## src/rtl/shift_pkg.sv

```systemverilog
// Shared constants for the shift arbiter slice: shifter mode encodings and requester IDs.
package shift_pkg;
   localparam logic [1:0] MODE_PASS = 2'b00;
   localparam logic [1:0] MODE_SLL  = 2'b01;
   localparam logic [1:0] MODE_SRL  = 2'b10;
   localparam logic [1:0] MODE_SRA  = 2'b11;

   localparam logic REQ_ALU  = 1'b0;
   localparam logic REQ_ADDR = 1'b1;
endpackage

```

## src/rtl/shifter.sv

```systemverilog
// Combinational 16-bit barrel shifter: PASS, logical left/right, arithmetic right.
module shifter
   import shift_pkg::*;
(
   input  logic [15:0] src,
   input  logic [1:0]  mode,
   input  logic [3:0]  shamt,
   output logic [15:0] result
);

   always_comb begin
      result = src;
      case (mode)
         MODE_SLL: result = src << shamt;
         MODE_SRL: result = src >> shamt;
         MODE_SRA: result = $signed(src) >>> shamt;
         default:  result = src;
      endcase
   end

endmodule

```

## src/rtl/shift_arbiter.sv

```systemverilog
// Round-robin arbiter sharing one barrel shifter between the ALU and address-format
// requesters; the result lands in a single registered slot with a valid/ready handshake.
module shift_arbiter
   import shift_pkg::*;
#(
   parameter bit RR_INIT = 1'b0
) (
   input  logic        clk,
   input  logic        rst,
   input  logic        req0_valid,
   output logic        req0_ready,
   input  logic [15:0] req0_src,
   input  logic [1:0]  req0_mode,
   input  logic [3:0]  req0_shamt,
   input  logic        req1_valid,
   output logic        req1_ready,
   input  logic [15:0] req1_src,
   input  logic [1:0]  req1_mode,
   input  logic [3:0]  req1_shamt,
   output logic        resp_valid,
   output logic        resp_id,
   output logic [15:0] resp_data,
   input  logic        resp_ready
);

   typedef enum logic {S_EMPTY = 1'b0, S_FULL = 1'b1} slot_state_t;

   slot_state_t state;
   logic        ptr;
   logic        slot_free;
   logic        grant0;
   logic        grant1;
   logic        accept;
   logic [15:0] sel_src;
   logic [1:0]  sel_mode;
   logic [3:0]  sel_shamt;
   logic [15:0] shift_result;

   // A full slot still counts as free when the consumer drains it this cycle.
   assign slot_free = (state == S_EMPTY) || resp_ready;

   assign grant0 = !rst && slot_free && req0_valid && (!req1_valid || ptr == REQ_ALU);
   assign grant1 = !rst && slot_free && req1_valid && (!req0_valid || ptr == REQ_ADDR);
   assign accept = grant0 || grant1;

   assign req0_ready = grant0;
   assign req1_ready = grant1;

   assign sel_src   = grant1 ? req1_src  : req0_src;
   assign sel_mode  = grant1 ? req1_mode : req0_mode;
   assign sel_shamt = (sel_mode == MODE_PASS) ? 4'd0 : (grant1 ? req1_shamt : req0_shamt);

   shifter u_shifter (
      .src    (sel_src),
      .mode   (sel_mode),
      .shamt  (sel_shamt),
      .result (shift_result)
   );

   assign resp_valid = (state == S_FULL);

   always_ff @(posedge clk) begin
      if (rst) begin
         state     <= S_EMPTY;
         resp_id   <= REQ_ALU;
         resp_data <= '0;
         ptr       <= RR_INIT;
      end else if (accept) begin
         state     <= S_FULL;
         resp_id   <= grant1;
         resp_data <= shift_result;
         ptr       <= !grant1;
      end else if (resp_ready) begin
         state     <= S_EMPTY;
      end
   end

endmodule

```

## config.mk

```make
export PLATFORM = sky130hd
export DESIGN_NAME = shift_arbiter
export DESIGN_NICKNAME = d
export VERILOG_FILES = /design/src/rtl/shift_pkg.sv /design/src/rtl/shifter.sv /design/src/rtl/shift_arbiter.sv
export SDC_FILE = /design/constraint.sdc
export NUM_CORES = 1
export LEC_CHECK = 0
export ABC_CLOCK_PERIOD_IN_PS = 2700
export BUFFER_PORTS_ARGS = -buffer_cell sky130_fd_sc_hd__buf_4
export CORE_UTILIZATION = 55
export CTS_BUF_LIST = sky130_fd_sc_hd__clkbuf_4 sky130_fd_sc_hd__clkbuf_8
export CTS_CLUSTER_SIZE = 8
export DETAILED_ROUTE_END_ITERATION = 8
export PLACE_DENSITY = 0.82
export SYNTH_ARGS = -nofsm -noshare
export SYNTH_HDL_FRONTEND = slang
export SYNTH_SLANG_ARGS = --single-unit
```

## constraint.sdc

```tcl
create_clock -name clk -period 2.7 [get_ports clk]
set_input_delay 0.54 -clock clk [delete_from_list [all_inputs] [get_ports clk]]
set_output_delay 0.54 -clock clk [all_outputs]
set_load 0.1 [all_outputs]
```

Word level (Yosys, flattened, before mapping)
Index checks and enable logic that the tools add are counted.
- add/sub/neg operators: 0
- multiply operators: 0
- divide/modulo/power cells: 0
- order comparisons: 0
- eq/ne operators: 3
- shift operators: 3
- muxes and demuxes: 7
- bitwise gates (word level): 2
- reductions and logical operators: 15
- operator list (operator ; count):
    $pmux W16 S3 ; 1
    $mux W16 ; 1
    $shl A16 B4 Y16 ; 1
    $shr A16 B4 Y16 ; 1
    $sshr A16 B4 Y16 ; 1
    $mux W4 ; 2
    $logic_and A1 B1 Y1 ; 5
    $eq A2 B2 Y1 const B ; 2
    $logic_not A1 Y1 ; 4
    $logic_or A1 B1 Y1 ; 4
    $eq A2 B1 Y1 const B ; 1
    $logic_not A2 Y1 ; 1
    $mux W1 ; 2
    $mux W2 ; 1
    $not A1 Y1 ; 2
    $reduce_bool A2 Y1 ; 1
- bits in registers: 19
- latch bits: 0
- RAM bits: 0
- memory bits (read-only): 0
- input port bits: 49
- output and inout bits: 20
- word-level logic and storage cells: 34
- memories: 0

Longest topological paths before layout
- depth in word-level cells: 10
- mapped depth: 13
- mapped depth without buffers: 8

Modules after synthesis
Synthesis repeated with hierarchy kept, for this count alone.
- cells, all modules: 339
- area, all modules: 2854.0 µm²
- modules (own cells, without submodules) (module ; times used ; cells each ; area an instance (µm²) ; seq. area each (µm²)):
    shifter ; 1 ; 217 ; 1689.1 ; 0.0
    shift_arbiter ; 1 ; 122 ; 1164.9 ; 380.4

Least setup slack after synthesis
No wires, ideal clock.
- path type: register to register
- start: register state, in the netlist resp_valid
- end: register resp_data[2]
- arrival time: 3.249 ns
- path slack: -0.635 ns
- cell stages (with the launch flop): 9
- buffers on the path: 0
- period minus slack after synthesis: 3.335 ns
- cells stage by stage: dfxtp_1 nand2b_1 nand4_1 clkinv_1 nor2_1 nand2_1 nand2_1 a311oi_1 a211oi_1
- elaborated cells between the ends (all ways): 20
- those cells by class: eq/ne: 3; shift: 3; mux: 5; bitwise: 1; reduce/logical: 8
- RTL lines (what ; RTL line ; text):
    from (decl) ; shift_arbiter.sv:28 ; slot_state_t state;
    from (signal assigned) ; shift_arbiter.sv:64 ; state <= S_EMPTY;
    from (signal assigned) ; shift_arbiter.sv:69 ; state <= S_FULL;
    from (signal assigned) ; shift_arbiter.sv:74 ; state <= S_EMPTY;
    $not A1 Y1 ; shift_arbiter.sv:40 ; assign slot_free = (state == S_EMPTY) || resp_ready;
    $logic_or A1 B1 Y1 ; shift_arbiter.sv:40 ;
    $logic_and A1 B1 Y1 (3 in series) ; shift_arbiter.sv:42 ; assign grant0 = !rst && slot_free && req0_valid && (!req1_valid || ptr == REQ_ALU);
    net req0_ready ; shift_arbiter.sv:11 ; output logic req0_ready,
    $logic_or A1 B1 Y1 ; shift_arbiter.sv:44 ; assign accept = grant0 || grant1;
    to (signal assigned) ; shift_arbiter.sv:71 ; resp_data <= shift_result;
    to (decl) ; shift_arbiter.sv:22 ; output logic [15:0] resp_data,
The timed path passes the listed nets, and every way through them passes these cells.
A chain may end at the register's enable or synchronous reset.

Worst setup path in the final report
- start: input resp_ready
- end: register resp_data[4]
- longest elaborated chain between the ends: 9
- elaborated cells between the ends (all ways): 19
- those cells by class: eq/ne: 3; shift: 3; mux: 5; reduce/logical: 8
- RTL lines (what ; RTL line ; text):
    from (decl) ; shift_arbiter.sv:23 ; input logic resp_ready
    $logic_or A1 B1 Y1 * ; shift_arbiter.sv:40 ;
    $logic_and A1 B1 Y1 * ; shift_arbiter.sv:42, shift_arbiter.sv:43 ;
    $logic_and A1 B1 Y1 (2 in series) ; shift_arbiter.sv:43 ; assign grant1 = !rst && slot_free && req1_valid && (!req0_valid || ptr == REQ_ADDR);
    $mux W2 ; shift_arbiter.sv:50 ; assign sel_mode = grant1 ? req1_mode : req0_mode;
    $logic_not A2 Y1 ; shift_arbiter.sv:51 ; assign sel_shamt = (sel_mode == MODE_PASS) ? 4'd0 : (grant1 ? req1_shamt : req0_shamt);
    $mux W4 ; shift_arbiter.sv:51 ;
    $sshr A16 B4 Y16, or another cell as far along ; shifter.sv:16 ; MODE_SRA: result = $signed(src) >>> shamt;
    $pmux W16 S3 ; shifter.sv:13 ; case (mode)
Mark *: on every way between the ends. The rest lies on a longest branch, timed or not.

==> flow_metrics.py <==
metrics = {
    "placed_design": {
        "dp_cells": 823,
        "dp_hpwl_um": 16800,
        "portBuffers": 68,
        "place_congestion": 1.15,
        "post_dp_cell_area_mm2": 0.00546,
    },
    "pwr": {
        "p_leak_nw": 2.52,
        "powerDensity_mw_per_mm2": 395,
        "peakVddDrop_uv": 293,
    },
    "global_route": {
        "grt_pass1_vias": 5947,
        "grt_antenna_before_repair": 0,
        "grt-ovfl-total": 0,
        "grt_usage_pct": 53.6,
        "grt_pass1_wl_um": 33700,
        "grt_start_max_net_pins": 28,
    },
    "yosys": {
        "syn_inst": 601,
        "ys_seq_elements": 19,
        "ys_seq_area_share_pct": 8.91,
        "synth_warnings": 0,
        "synth.area.top_cells": "mux2i_1, dfxtp_1, nand2_1, a21oi_1, o21ai_0",
        "postSynthAreaPerCell_um2": 7.10,
        "yosysTopAreaCell": "mux2i_1",
        "synth_edf_count": 0,
        "synthDistinctLibCells": 71,
        "synth_top_area_share_pct": 15.0,
        "async_flop_share_pct": 0,
        "synthesis.area_mm2": 0.00427,
        "synth_nets": 650,
        "ys.flop_type": "dfxtp_1",
    },
    "worst_setup_path": {
        "path_cells": "buf_4, nand2b_1, nand4_4, buf_4, mux2i_1, a32oi_1, o21ai_1, buf_4, a211oi_1, o31ai_1",
        "critPathSlowestCell": "mux2i_1",
        "cp.depth": 10,
        "r2r_cells": 9,
        "crit_family": "compound AO/OA/AOI/OAI gates",
        "arrival_ps": 2780,
        "crit_type": "input port to flop",
        "critical_path.max_fanout": 8,
        "cp.buffers_inverters": 3,
        "cp-start-kind": "input port",
        "endpoint_kind": "flop",
        "slowest_delay_ps": 620,
        "path_common_cell": "buf_4",
        "worstPathRequired_ps": 2880,
    },
    "final_layout": {
        "drive_gt1_share_pct": 31.5,
        "area_delta_synth_final_pct": 29.2,
        "final_design_area_no_fill_mm2": 0.00552,
        "fin_nets": 778,
        "finalNonFillerCells": 827,
        "diodes": 0,
    },
    "timing": {
        "rsz0062_at_grt": "false",
        "hold_violations": 0,
        "tightest_slew_ps": 875,
        "period_minus_slack_ps": 2610,
        "slew_headroom_pct": 41.1,
        "max_freq_mhz": 384,
        "final_max_slew_viol_count": 0,
        "setup_viol": 0,
        "fin_crit_sh_pct": 96.5,
        "finClkSkew_ps": 4.33,
    },
    "route": {
        "vias_per_cell": 7.68,
        "drt-met1-wl_um": 7520,
        "ant_nets": 0,
        "drc_errors": 0,
        "drtIter0Drc": 1281,
        "vias": 6349,
        "drt-pass1-iter-count": 7,
        "dr_wl_met3_um": 3720,
        "wl_met2_um": 8800,
        "top_layer_used": "met4",
        "finalWirelength_um": 22200,
        "wl_per_cell_um": 26.8,
    },
    "run": {
        "cap_violations": 0,
    },
    "clock_network": {
        "clkLatencyLatePin_ps": 270,
        "htree_levels": 1,
        "cts_max_path_buffers": 2,
        "cts_tree": "yes",
        "cts-hold-fix-buffers": 0,
        "cts_setup_buffers": 0,
        "cts_sinks": 19,
        "clk_pin_slew_ps": 80,
        "clock-root-buffer": "clkbuf_8",
        "cts-buffers-inserted": 3,
    },
    "floorplanning": {
        "initial_core_util_pct": 57.9,
        "num_io_pins": 69,
        "fp.dieW_um": 90.1,
        "core_area_mm2": 0.00737,
        "dieArea_mm2": 0.00812,
        "die_y_um": 90.1,
        "rows": 31,
    },
    "run_status": {
        "status": "completed",
    },
    "hold_path": {
        "min_path_type": "flop to flop",
        "holdPathStages": 2,
    },
}
## kinds of logic after synthesis
kind of cell	synth area share, %
DFF	8.91
buffers and inverters	7.80
AOI/OAI and AO/OA	38.9
muxes	23.0
and+or+nand+nor	21.4
## cell type report
type,count,area (µm²)
Clock buffer,3,41.3
Clock inverter,1,5.00
Tap cell,99,124
Fill cell,615,1850
Inverter,9,35.0
Timing Repair Buffer,176,1360
Multi-Input combinational cell,520,3570
Sequential cell,19,382
## cells in the mapped netlist, types with 13 or more instances
| cell type | count |
|---|---|
| a211oi_1 | 15 |
| dfxtp_1 | 19 |
| nand3_1 | 20 |
| nand2_1 | 79 |
| mux2_2 | 13 |
| o21ai_0 | 46 |
| nor3_1 | 18 |
| nor2_1 | 50 |
| clkbuf_1 | 15 |
| mux2i_1 | 64 |
| a21oi_1 | 48 |
| buf_2 | 26 |
## worst register-to-register path: cells and delay by family (launching register included)
family	cells	cell delay (ps)
AOI/OAI and AO/OA	4	940
buffers and inverters	2	380
DFF	1	410
muxes	1	380
and+or+nand+nor	2	360
## report_power, final
part | switching (mW) | internal [mW] | leakage, nW
clock | 0.112 | 0.103 | 0.0255
combinational | 1.05 | 0.558 | 2.34
sequential | 0.0293 | 0.321 | 0.158
## state kept, by name, indices dropped and copies added, names as in the netlist
register and count:
resp_id 1, resp_valid 1, ptr 1, resp_data 16
## final timing paths
path,start,endpoint,slack [ps]
worst max-delay path,resp_ready,resp_data[4],90
worst min-delay path,resp_data[4],resp_data[4],480
worst max register to register,ptr,resp_data[0],110
worst min register to register,resp_data[4],resp_data[4],480
## timing repair
item	in CTS	in global routing
resized for setup	0	1
hold endpoints to repair	0	0
setup endpoints to repair	0	3
## cell usage in the layout (no fill, tap or decap), types with 4 or more instances in the layout
master,count
nand2b_1,7
a32oi_1,7
a21oi_1,48
nand2_1,79
a211o_1,5
o22ai_1,5
o32ai_1,7
nor2b_1,4
a211oi_1,14
o21a_1,5
o221a_2,4
o21ai_0,46
a221oi_1,6
mux2_2,13
mux2i_1,64
and3_1,7
o21ai_1,4
o311ai_0,4
nor2_1,50
o211ai_1,8
a21o_1,4
dfxtp_1,18
a311oi_1,6
buf_4,173
mux4_2,6
a31oi_1,6
nor3_1,18
nand3_1,20
o211a_1,12
o22a_1,4
a22oi_1,4
nand4_1,7
inv_1,5
## through the flow
stage | hold WS [ps] | setup TNS (ps) | util [%] | setup WS [ps] | total power [mW]
6_report | 480 | 0 | 74.8 | 94.6 | 2.18
5_1_grt | 511 | 0 | 74.8 | 38.4 | 2.22
4_1_cts | 484 | 0 | 74.8 | 191 | 2.09
3_5_place_dp | 467 | -226 | 74.1 | -76.0 | 1.88
3_3_place_gp | 453 | -96.1 | 74.1 | -64.4 | 1.86
2_1_floorplan | 498 | 0 | - | 51.6 | 1.31
## per-layer routing
layer  global-route usage, %  vias up
li1                        -     2579
met1                    65.6     2812
met2                    79.1      727
met3                    17.9      231
met4                    36.0        0
met5                       0        -
Power figures use the tool's default switching activity.
